[config.mk]
export PLATFORM = sky130hd
export DESIGN_NAME = btn_debounce
export DESIGN_NICKNAME = d
export VERILOG_FILES = /design/src/rtl/btn_debounce.sv
export SDC_FILE = /design/constraint.sdc
export NUM_CORES = 1
export LEC_CHECK = 0
export CORE_MARGIN = 4
export CORE_UTILIZATION = 45
export CTS_BUF_LIST = sky130_fd_sc_hd__clkbuf_2
export DETAILED_ROUTE_END_ITERATION = 12
export PLACE_DENSITY_LB_ADDON = 0.3
export RECOVER_POWER = 100
export SYNTH_ARGS = -nofsm -noshare
export SYNTH_HDL_FRONTEND = slang
export SYNTH_SLANG_ARGS = --single-unit
[constraint.sdc]
create_clock -name clk -period 4.2 [get_ports clk]
set_input_delay 0.63 -clock clk [delete_from_list [all_inputs] [get_ports clk]]
set_output_delay 0.63 -clock clk [all_outputs]
set_load 0.05 [all_outputs]
[src/rtl/btn_debounce.sv]
// rtl/btn_debounce.sv - push-button synchroniser, debouncer and press/release/long/repeat event generator
// One shared counter times debounce, long-press and repeat intervals; every output is a flop.
module btn_debounce #(
  parameter bit INV_BTN         = 1'b0,
  parameter int DEBOUNCE_CYCLES = 240_000,
  parameter int LONG_CYCLES     = 12_000_000,
  parameter int REPEAT_CYCLES   = 3_000_000
) (
  input  logic clk,
  input  logic rst,
  input  logic btn_i,
  output logic level_o,
  output logic press_o,
  output logic release_o,
  output logic long_o,
  output logic repeat_o
);

  localparam int MAX_DL = (DEBOUNCE_CYCLES > LONG_CYCLES) ? DEBOUNCE_CYCLES : LONG_CYCLES;
  localparam int MAX_N  = (MAX_DL > REPEAT_CYCLES) ? MAX_DL : REPEAT_CYCLES;
  localparam int CNT_W  = (MAX_N > 1) ? $clog2(MAX_N) : 1;

  localparam logic [CNT_W-1:0] DEB_LAST  = CNT_W'(DEBOUNCE_CYCLES - 1);
  localparam logic [CNT_W-1:0] LONG_LAST = CNT_W'(LONG_CYCLES - 1);
  localparam logic [CNT_W-1:0] REP_LAST  = CNT_W'(REPEAT_CYCLES - 1);
  localparam logic [CNT_W-1:0] CNT_ONE   = CNT_W'(1);

  typedef enum logic [2:0] {
    S_IDLE,
    S_PRESS_WAIT,
    S_HELD,
    S_LONG,
    S_RELEASE_WAIT
  } state_t;

  logic             btn_d;
  logic             sync1_q;
  logic             btn_s_q;
  state_t           state_q;
  logic [CNT_W-1:0] cnt_q;
  logic             was_long_q;
  logic             level_q;
  logic             press_q;
  logic             release_q;
  logic             long_q;
  logic             repeat_q;

  assign btn_d = btn_i ^ INV_BTN;

  always_ff @(posedge clk) begin
    if (rst) begin
      sync1_q <= 1'b0;
      btn_s_q <= 1'b0;
    end else begin
      sync1_q <= btn_d;
      btn_s_q <= sync1_q;
    end
  end

  always_ff @(posedge clk) begin
    if (rst) begin
      state_q    <= S_IDLE;
      cnt_q      <= '0;
      was_long_q <= 1'b0;
      level_q    <= 1'b0;
      press_q    <= 1'b0;
      release_q  <= 1'b0;
      long_q     <= 1'b0;
      repeat_q   <= 1'b0;
    end else begin
      press_q   <= 1'b0;
      release_q <= 1'b0;
      long_q    <= 1'b0;
      repeat_q  <= 1'b0;
      // level stays high through the release pulse and drops the cycle after it
      if (release_q) begin
        level_q <= 1'b0;
      end
      case (state_q)
        S_IDLE: begin
          if (btn_s_q) begin
            state_q <= S_PRESS_WAIT;
            cnt_q   <= '0;
          end
        end
        S_PRESS_WAIT: begin
          if (!btn_s_q) begin
            state_q <= S_IDLE;
            cnt_q   <= '0;
          end else if (cnt_q == DEB_LAST) begin
            state_q <= S_HELD;
            cnt_q   <= '0;
            press_q <= 1'b1;
            level_q <= 1'b1;
          end else begin
            cnt_q <= cnt_q + CNT_ONE;
          end
        end
        S_HELD: begin
          if (!btn_s_q) begin
            state_q    <= S_RELEASE_WAIT;
            cnt_q      <= '0;
            was_long_q <= 1'b0;
          end else if (cnt_q == LONG_LAST) begin
            state_q  <= S_LONG;
            cnt_q    <= '0;
            long_q   <= 1'b1;
            repeat_q <= 1'b1;
          end else begin
            cnt_q <= cnt_q + CNT_ONE;
          end
        end
        S_LONG: begin
          if (!btn_s_q) begin
            state_q    <= S_RELEASE_WAIT;
            cnt_q      <= '0;
            was_long_q <= 1'b1;
          end else if (cnt_q == REP_LAST) begin
            cnt_q    <= '0;
            repeat_q <= 1'b1;
          end else begin
            cnt_q <= cnt_q + CNT_ONE;
          end
        end
        S_RELEASE_WAIT: begin
          // a release bounce resumes the previous held phase with a fresh timer
          if (btn_s_q) begin
            state_q <= was_long_q ? S_LONG : S_HELD;
            cnt_q   <= '0;
          end else if (cnt_q == DEB_LAST) begin
            state_q   <= S_IDLE;
            cnt_q     <= '0;
            release_q <= 1'b1;
          end else begin
            cnt_q <= cnt_q + CNT_ONE;
          end
        end
        default: begin
          state_q <= S_IDLE;
          cnt_q   <= '0;
        end
      endcase
    end
  end

  assign level_o   = level_q;
  assign press_o   = press_q;
  assign release_o = release_q;
  assign long_o    = long_q;
  assign repeat_o  = repeat_q;

endmodule
==> summary.md, run 1 <==
| Metric | Value |
|---|---|
| I/O pin count | 8 |
| H-tree Lvls | 2 |
| Top cells by count, synth | nand2_1, dfxtp_1, nor2_1 |
| Global placer's final weighted congestion | 0.8437 |
| Hold Buf Count CTS | 0 |
| Fin area | 2027 sq um |
| Syn Area/Cell | 7.903 sq um |
| Final Skew | 0.01585 ns |
| Critical-path top delay cell | o21ai_2 |
| CP Data Arrival Time | 2.96 ns |
| Post-CTS Setup Repair Bufs | 0 |
| Starting density of the core | 47.08% |
| CP Capture Type | flop |
| Pins Over Slew Limit | 0 |
| Post-Synthesis Net Count | 245 |
| Overflow after GRT | 0 |
| Most common cell in the synthesized netlist | nand2_1 |
| Combinational power share | 4.3% |
| Final wirelength | 3.974 mm |
| Num CTS Buffers | 5 |
| Post-layout util | 50.31% |
| Crit path cell chain | ha_1 > and3_1 > nand3_1 > nor3_1 > o31ai_1 > o21ai_2 > o21ai_0 |
| Synth top area cells | dfxtp_1, nand2_1, xor2_1 |
| Fin cells | 292 |
| Setup TNS | 0 ns |
| Sw frac | 23.43% |
| Via count | 1671 |
| Clk pin slew, worst setup/hold paths | 0.19 ns |
| Die height | 72.93 um |
| Final period util | 64.62% |
| Initial detailed-routing violation count | 167 |
| YS warnings | 0 |
| Die area | 5318 sq um |
| Slowest Stage Delay on Critical Path | 0.60 ns |
| 1st-pass router iterations | 4 |
| Detailed placement HPWL | 2.820 mm |
| Area after DPL | 1973 sq um |
| PD cells | 284.7 nW/um^2 |
| Antenna Cells | 0 |
| Leading area contributor after synthesis | dfxtp_1 |
| DRC viols | 0 |
| Drt via density | 5.723 |
| Critical Path RT | 4.45 ns |
| Root Buffer | clkbuf_2 |
| Die X | 72.93 um |
| Core footprint | 4029 sq um |
| WS Path Type | flop to flop |
| Max Cap Violations | 0 |
| Worst-case clock buffer depth | 2 |
| Share of post-route cells with drive strength above 1 | 6.612% |
| Internal power | 441.8 uW |
| Ys flop type | dfxtp_1 |
| CTS Sinks | 35 |
| Top-area cell type share of the netlist area | 36.94% |
| Reg power frac | 59.1% |
| Initial antenna violation count | 0 |
| Sequential share of the synthesized area | 36.94% |
| Post-Syn Area | 1897 sq um |
| Async set-reset flop share out of synthesis | 0% |
| Number of synthesized register bits | 35 |
| Startpoint types | flop |
| Vias in the first global route | 1534 |
| Post_cts resized | 0 |
| Rows | 23 |
| Fmax | 0.3684 GHz |
| Final Critical Period | 2.714 ns |
| CP max FO | 17 |
| Worst Tran Pin Value | 1.028 ns |
| Final setup violation count | 0 |
| Hold crit path type | flop to flop |
| Largest net degree at the start of global routing | 23 |
| DRT antenna net count | 0 |
| Area grow syn2layout | 6.860% |
| Net Switching | 135.2 uW |
| Syn Inst Count | 240 |
| Number of nets in the layout | 246 |
| First-pass GRT wire length | 7.051 mm |
| Total power | 577.0 uW |
| Post-DR wirelength/cell | 13.61 um |
| Clk Latency, worst-skew pair | 0.38 ns |
| Peak VDD IR | 135.1 uV |
| Max-Slew Margin vs Limit | 30.90% |
| Status | finished, final reports clean |
| RSZ-0062 raised after global routing | false |
| GRT Total Usage | 16.62% |
| Clk pwr share | 36.6% |
| Post-synth EDFFs | 0 |
| Final hold vios | 0 |
| Buffers on Ports | 7 |
| Leakage Power | 0.0006876 uW |
| Yosys cell types | 44 |
| TritonCTS clock tree | built |
| Cells after DPL | 284 |
-- final timing paths --
path	start	endpoint	slack, ns	cells past startpoint
hold reg to reg	sync1_q$_SDFF_PP0_	btn_s_q$_SDFF_PP0_	0.46	1
setup / recovery	cnt_q[0]$_SDFFE_PP0N_	cnt_q[17]$_SDFFE_PP0N_	1.49	7
hold / removal	sync1_q$_SDFF_PP0_	btn_s_q$_SDFF_PP0_	0.46	1
setup reg to reg	cnt_q[0]$_SDFFE_PP0N_	cnt_q[17]$_SDFFE_PP0N_	1.49	7
-- cell usage in the layout, fill, tap and decap left out, types with 2 or more instances in the layout --
| master | instances |
|---|---|
| clkbuf_2 | 5 |
| a31o_2 | 2 |
| and3_1 | 6 |
| dlygate4sd3_1 | 6 |
| or4_1 | 3 |
| o221ai_1 | 4 |
| dfxtp_1 | 35 |
| a21oi_1 | 9 |
| o31ai_1 | 2 |
| nor3_1 | 7 |
| nand4_1 | 9 |
| and4b_1 | 2 |
| nand2_1 | 36 |
| nor4b_1 | 2 |
| xnor2_1 | 8 |
| nor2b_1 | 4 |
| inv_1 | 5 |
| ha_1 | 2 |
| nor4_1 | 5 |
| nor2_1 | 18 |
| and2_1 | 4 |
| nor3b_1 | 2 |
| nand3_1 | 16 |
| xor2_1 | 10 |
| o21ai_0 | 20 |
-- kinds of logic (layout without fill, tap and decap cells) --
group	count (synthesis)	after routing	share of synthesized area [%]
flops	35	35	36.94
xor+xnor	18	18	8.311
mux	1	1	0.5277
simple gates	122	122	34.37
compound gates	43	43	14.18
buf+inv	19	21	4.354
fa+ha+maj	2	2	1.319
-- state kept, by name (all words and copies together) (netlist names) --
| register | count |
|---|---|
| btn_s_q | 1 |
| cnt_q | 24 |
| level_o | 1 |
| long_o | 1 |
| press_o | 1 |
| release_o | 1 |
| repeat_o | 1 |
| state_q | 3 |
| sync1_q | 1 |
| was_long_q | 1 |
-- through the flow --
stage          setup WS (ns)  hold slack (ns)
2_1_floorplan          2.110           0.4138
3_3_place_gp           1.747           0.4193
3_5_place_dp           1.636           0.4234
4_1_cts                1.584           0.4595
5_1_grt                1.191           0.4826
6_report               1.486           0.4582
-- power groups by stage --
stage / registers, uW / logic (uW) / clock network (uW)
2_1_floorplan: 344 / 21.7 / 0
3_3_place_gp: 348 / 25.4 / 0
3_5_place_dp: 348 / 25.3 / 0
4_1_cts: 341 / 25.5 / 218
5_1_grt: 342 / 28.3 / 233
6_report: 341 / 25.0 / 211
-- critical path, delay by kind of cell, from the launching register on --
family / cells / cell delay (ns)
flip-flops: 1 / 0.47
AO/OA/AOI/OAI: 3 / 1.12
adder cells (fa/ha/maj): 1 / 0.17
AND/OR/NAND/NOR: 3 / 0.82
-- cell type report --
type,instances,area (sq um)
clock buffer,5,25.02
clock inverter,3,38.79
fill,380,2002
inverter,5,18.77
multi-input combinational,186,1104
sequential,35,700.7
tap,50,62.56
timing repair buffer,8,77.57
-- metal layers --
metal / track usage (%) / share of wire, %
met1: 22.58 / 46
met5: 0 / 0
met2: 25.05 / 45
met3: 4.683 / 6.5
met4: 6.148 / 1.5
(Power assumes the default switching activity.)
==> run 2, diff against run 1 <==
clock period = 2.61 ns   (was 4.2 ns; I/O delays follow)
==> summary.md, run 2 (synthesis results as in run 1) <==
| Metric | Value |
|---|---|
| Status | finished, final reports clean |
| Largest net degree at the start of global routing | 23 (unchanged) |
| Initial detailed-routing violation count | 81 (-51%) |
| Top flop regs | cnt_q (24), state_q (3) |
| Post-DR wirelength/cell | 13.20 um (-3.0%) |
| Rows | 23 (unchanged) |
| Critical Path RT | 2.93 ns (-1.52 ns) |
| Final hold vios | 0 (unchanged) |
| CP max FO | 9 (-8) |
| Hold EP | btn_s_q$_SDFF_PP0_ |
| Hold_sp | sync1_q$_SDFF_PP0_ |
| Worst r2r dst | state_q[0]$_SDFFE_PP0P_ |
| Final Skew | 0.01457 ns (-0.001276 ns) |
| Number of nets in the layout | 249 (+1.2%) |
| I/O pin count | 8 (unchanged) |
| Hold Buf Count CTS | 0 (unchanged) |
| CP Data Arrival Time | 2.69 ns (-0.27 ns) |
| Detailed placement HPWL | 2.857 mm (+1.3%) |
| Global placer's final weighted congestion | 0.8638 (+2.4%) |
| RSZ-0062 raised after global routing | false |
| Leakage Power | 0.0006848 uW (-0.40%) |
| Final wirelength | 3.893 mm (-2.0%) |
| DRC viols | 0 (unchanged) |
| Fin cells | 295 (+1.0%) |
| Slowest Stage Delay on Critical Path | 0.50 ns (-0.10 ns) |
| Crit path cell chain | ha_1 > and3_1 > nand3_1 > o41ai_2 > o31ai_2 > or4_1 > a21oi_1 |
| CTS Sinks | 35 (unchanged) |
| Fillers | 405 (+6.6%) |
| Reg with most FFs | cnt_q |
| Via count | 1687 (+0.96%) |
| Startpoint types | flop |
| Buffers on Ports | 7 (unchanged) |
| Vias in the first global route | 1472 (-4.0%) |
| Area grow syn2layout | 7.058% |
| Pins Over Slew Limit | 0 (unchanged) |
| 1st-pass router iterations | 4 (unchanged) |
| WS Path Type | flop to flop |
| CP Capture Type | flop |
| Antenna Cells | 0 (unchanged) |
| Max-Slew Margin vs Limit | 57.11% (+26 points) |
| Die X | 72.93 um (unchanged) |
| Most common cell after layout, fill and taps aside | nand2_1 |
| Number of flip-flops under the largest register name | 24 (unchanged) |
| Worst-case clock buffer depth | 2 (unchanged) |
| Max Cap Violations | 0 (unchanged) |
| Final period util | 90.61% (+26 points) |
| Worst hold slack | 0.4610 ns (+0.002852 ns) |
| Final Critical Period | 2.365 ns (-0.3493 ns) |
| First-pass GRT wire length | 6.900 mm (-2.1%) |
| H-tree Lvls | 2 (unchanged) |
| PD cells | 409.2 nW/um^2 (+44%) |
| Post-CTS Setup Repair Bufs | 0 (unchanged) |
| Critical-path top delay cell | or4_1 |
| DRT antenna net count | 0 (unchanged) |
| Worst reg-to-reg setup slack | 0.25 ns (-1.24 ns) |
| Top delay family on crit path | simple AND/OR/NAND/NOR gates |
| WP buf/inv | 0 (unchanged) |
| Peak VDD IR | 264.9 uV (+96%) |
| Worst Tran Pin Value | 0.6395 ns (-0.3882 ns) |
| Root Buffer | clkbuf_2 |
| Cells after DPL | 287 (+1.1%) |
| Die area | 5318 sq um (unchanged) |
| Hold crit path type | flop to flop |
| Starting density of the core | 47.08% (unchanged) |
| Setup TNS | 0 ns (unchanged) |
| Final setup violation count | 0 (unchanged) |
| Worst R2R Start | cnt_q[0]$_SDFFE_PP0N_ |
| Overflow after GRT | 0 (unchanged) |
| Num CTS Buffers | 5 (unchanged) |
| Drt via density | 5.719 (about the same) |
| Leading cell types in the layout, fill and taps excluded | nand2_1, dfxtp_1, nor2_1, o21ai_0, nand3_1 |
| Die height | 72.93 um (unchanged) |
| Share of post-route cells with drive strength above 1 | 7.347% (+0.74 points) |
| Hold Crit Depth | 1 (unchanged) |
| Worst R2R Path Depth | 7 (unchanged) |
| Core footprint | 4029 sq um (unchanged) |
| Initial antenna violation count | 0 (unchanged) |
| Clk Latency, worst-skew pair | 0.38 ns (about the same) |
| GRT Total Usage | 16.49% (-0.13 points) |
| Post_cts resized | 0 (unchanged) |
| Fmax | 0.4228 GHz (+15%) |
| TritonCTS clock tree | built |
| Clk pin slew, worst setup/hold paths | 0.17 ns (-0.02 ns) |
run 2: how the worst max path moves through the flow:
| stage | depth (start not counted) | start | slack [ns] | to |
|---|---|---|---|---|
| floorplan | 7 | cnt_q[0]$_SDFFE_PP0N_ | 0.52 | state_q[0]$_SDFFE_PP0P_ |
| global placement | 7 | cnt_q[0]$_SDFFE_PP0N_ | 0.40 | state_q[0]$_SDFFE_PP0P_ |
| detailed placement | 7 | cnt_q[0]$_SDFFE_PP0N_ | 0.31 | state_q[0]$_SDFFE_PP0P_ |
| CTS | 7 | cnt_q[0]$_SDFFE_PP0N_ | 0.27 | state_q[0]$_SDFFE_PP0P_ |
| global route | 7 | cnt_q[0]$_SDFFE_PP0N_ | 0.07 | state_q[0]$_SDFFE_PP0P_ |
| finish | 7 | cnt_q[0]$_SDFFE_PP0N_ | 0.25 | state_q[0]$_SDFFE_PP0P_ |
run 2: worst register-to-register path: stages, from the launching register on:
cell	delay, ns
dfxtp_1	0.46
ha_1	0.21
and3_1	0.24
nand3_1	0.16
o41ai_2	0.38
o31ai_2	0.23
or4_1	0.50
a21oi_1	0.13
run 2: area by class of cell:
type                            instances  area (sq um)  area share, %
Timing Repair Buffer                   11         96.34          4.744
Sequential cell                        35         700.7          34.50
Multi-Input combinational cell        186          1112          54.78
Inverter                                5         18.77         0.9242
Tap cell                               50         62.56          3.081
Clock inverter                          3         15.01         0.7394
Clock buffer                            5         25.02          1.232
run 2: where the power goes:
group	internal, uW	leakage (uW)	switching, uW
logic	14.6	0.000378	26.3
registers	539	0.000282	9.44
clock network	59.7	0.0000241	182
run 2: through the flow:
| stage | area (sq um) | util [%] | setup slack (ns) | power (uW) |
|---|---|---|---|---|
| floorplan | 1897 | - | 0.5199 | 587.9 |
| global placement | 1996 | 49.53 | 0.4047 | 602.1 |
| detailed placement | 1996 | 49.53 | 0.3086 | 602.3 |
| CTS | 2036 | 50.53 | 0.2673 | 842.1 |
| global route | 2031 | 50.40 | 0.07300 | 873.2 |
| finish | 2031 | 50.40 | 0.2451 | 830.9 |
run 2: routing by layer:
metal / up-vias / GRT usage, % / share of wire [%]
met5: - / 0 / 0
met2: 45 / 25.65 / 45
met1: 767 / 22.21 / 49
li1: 867 / - / -
met3: 8 / 4.408 / 5.4
met4: 0 / 5.328 / 1.3
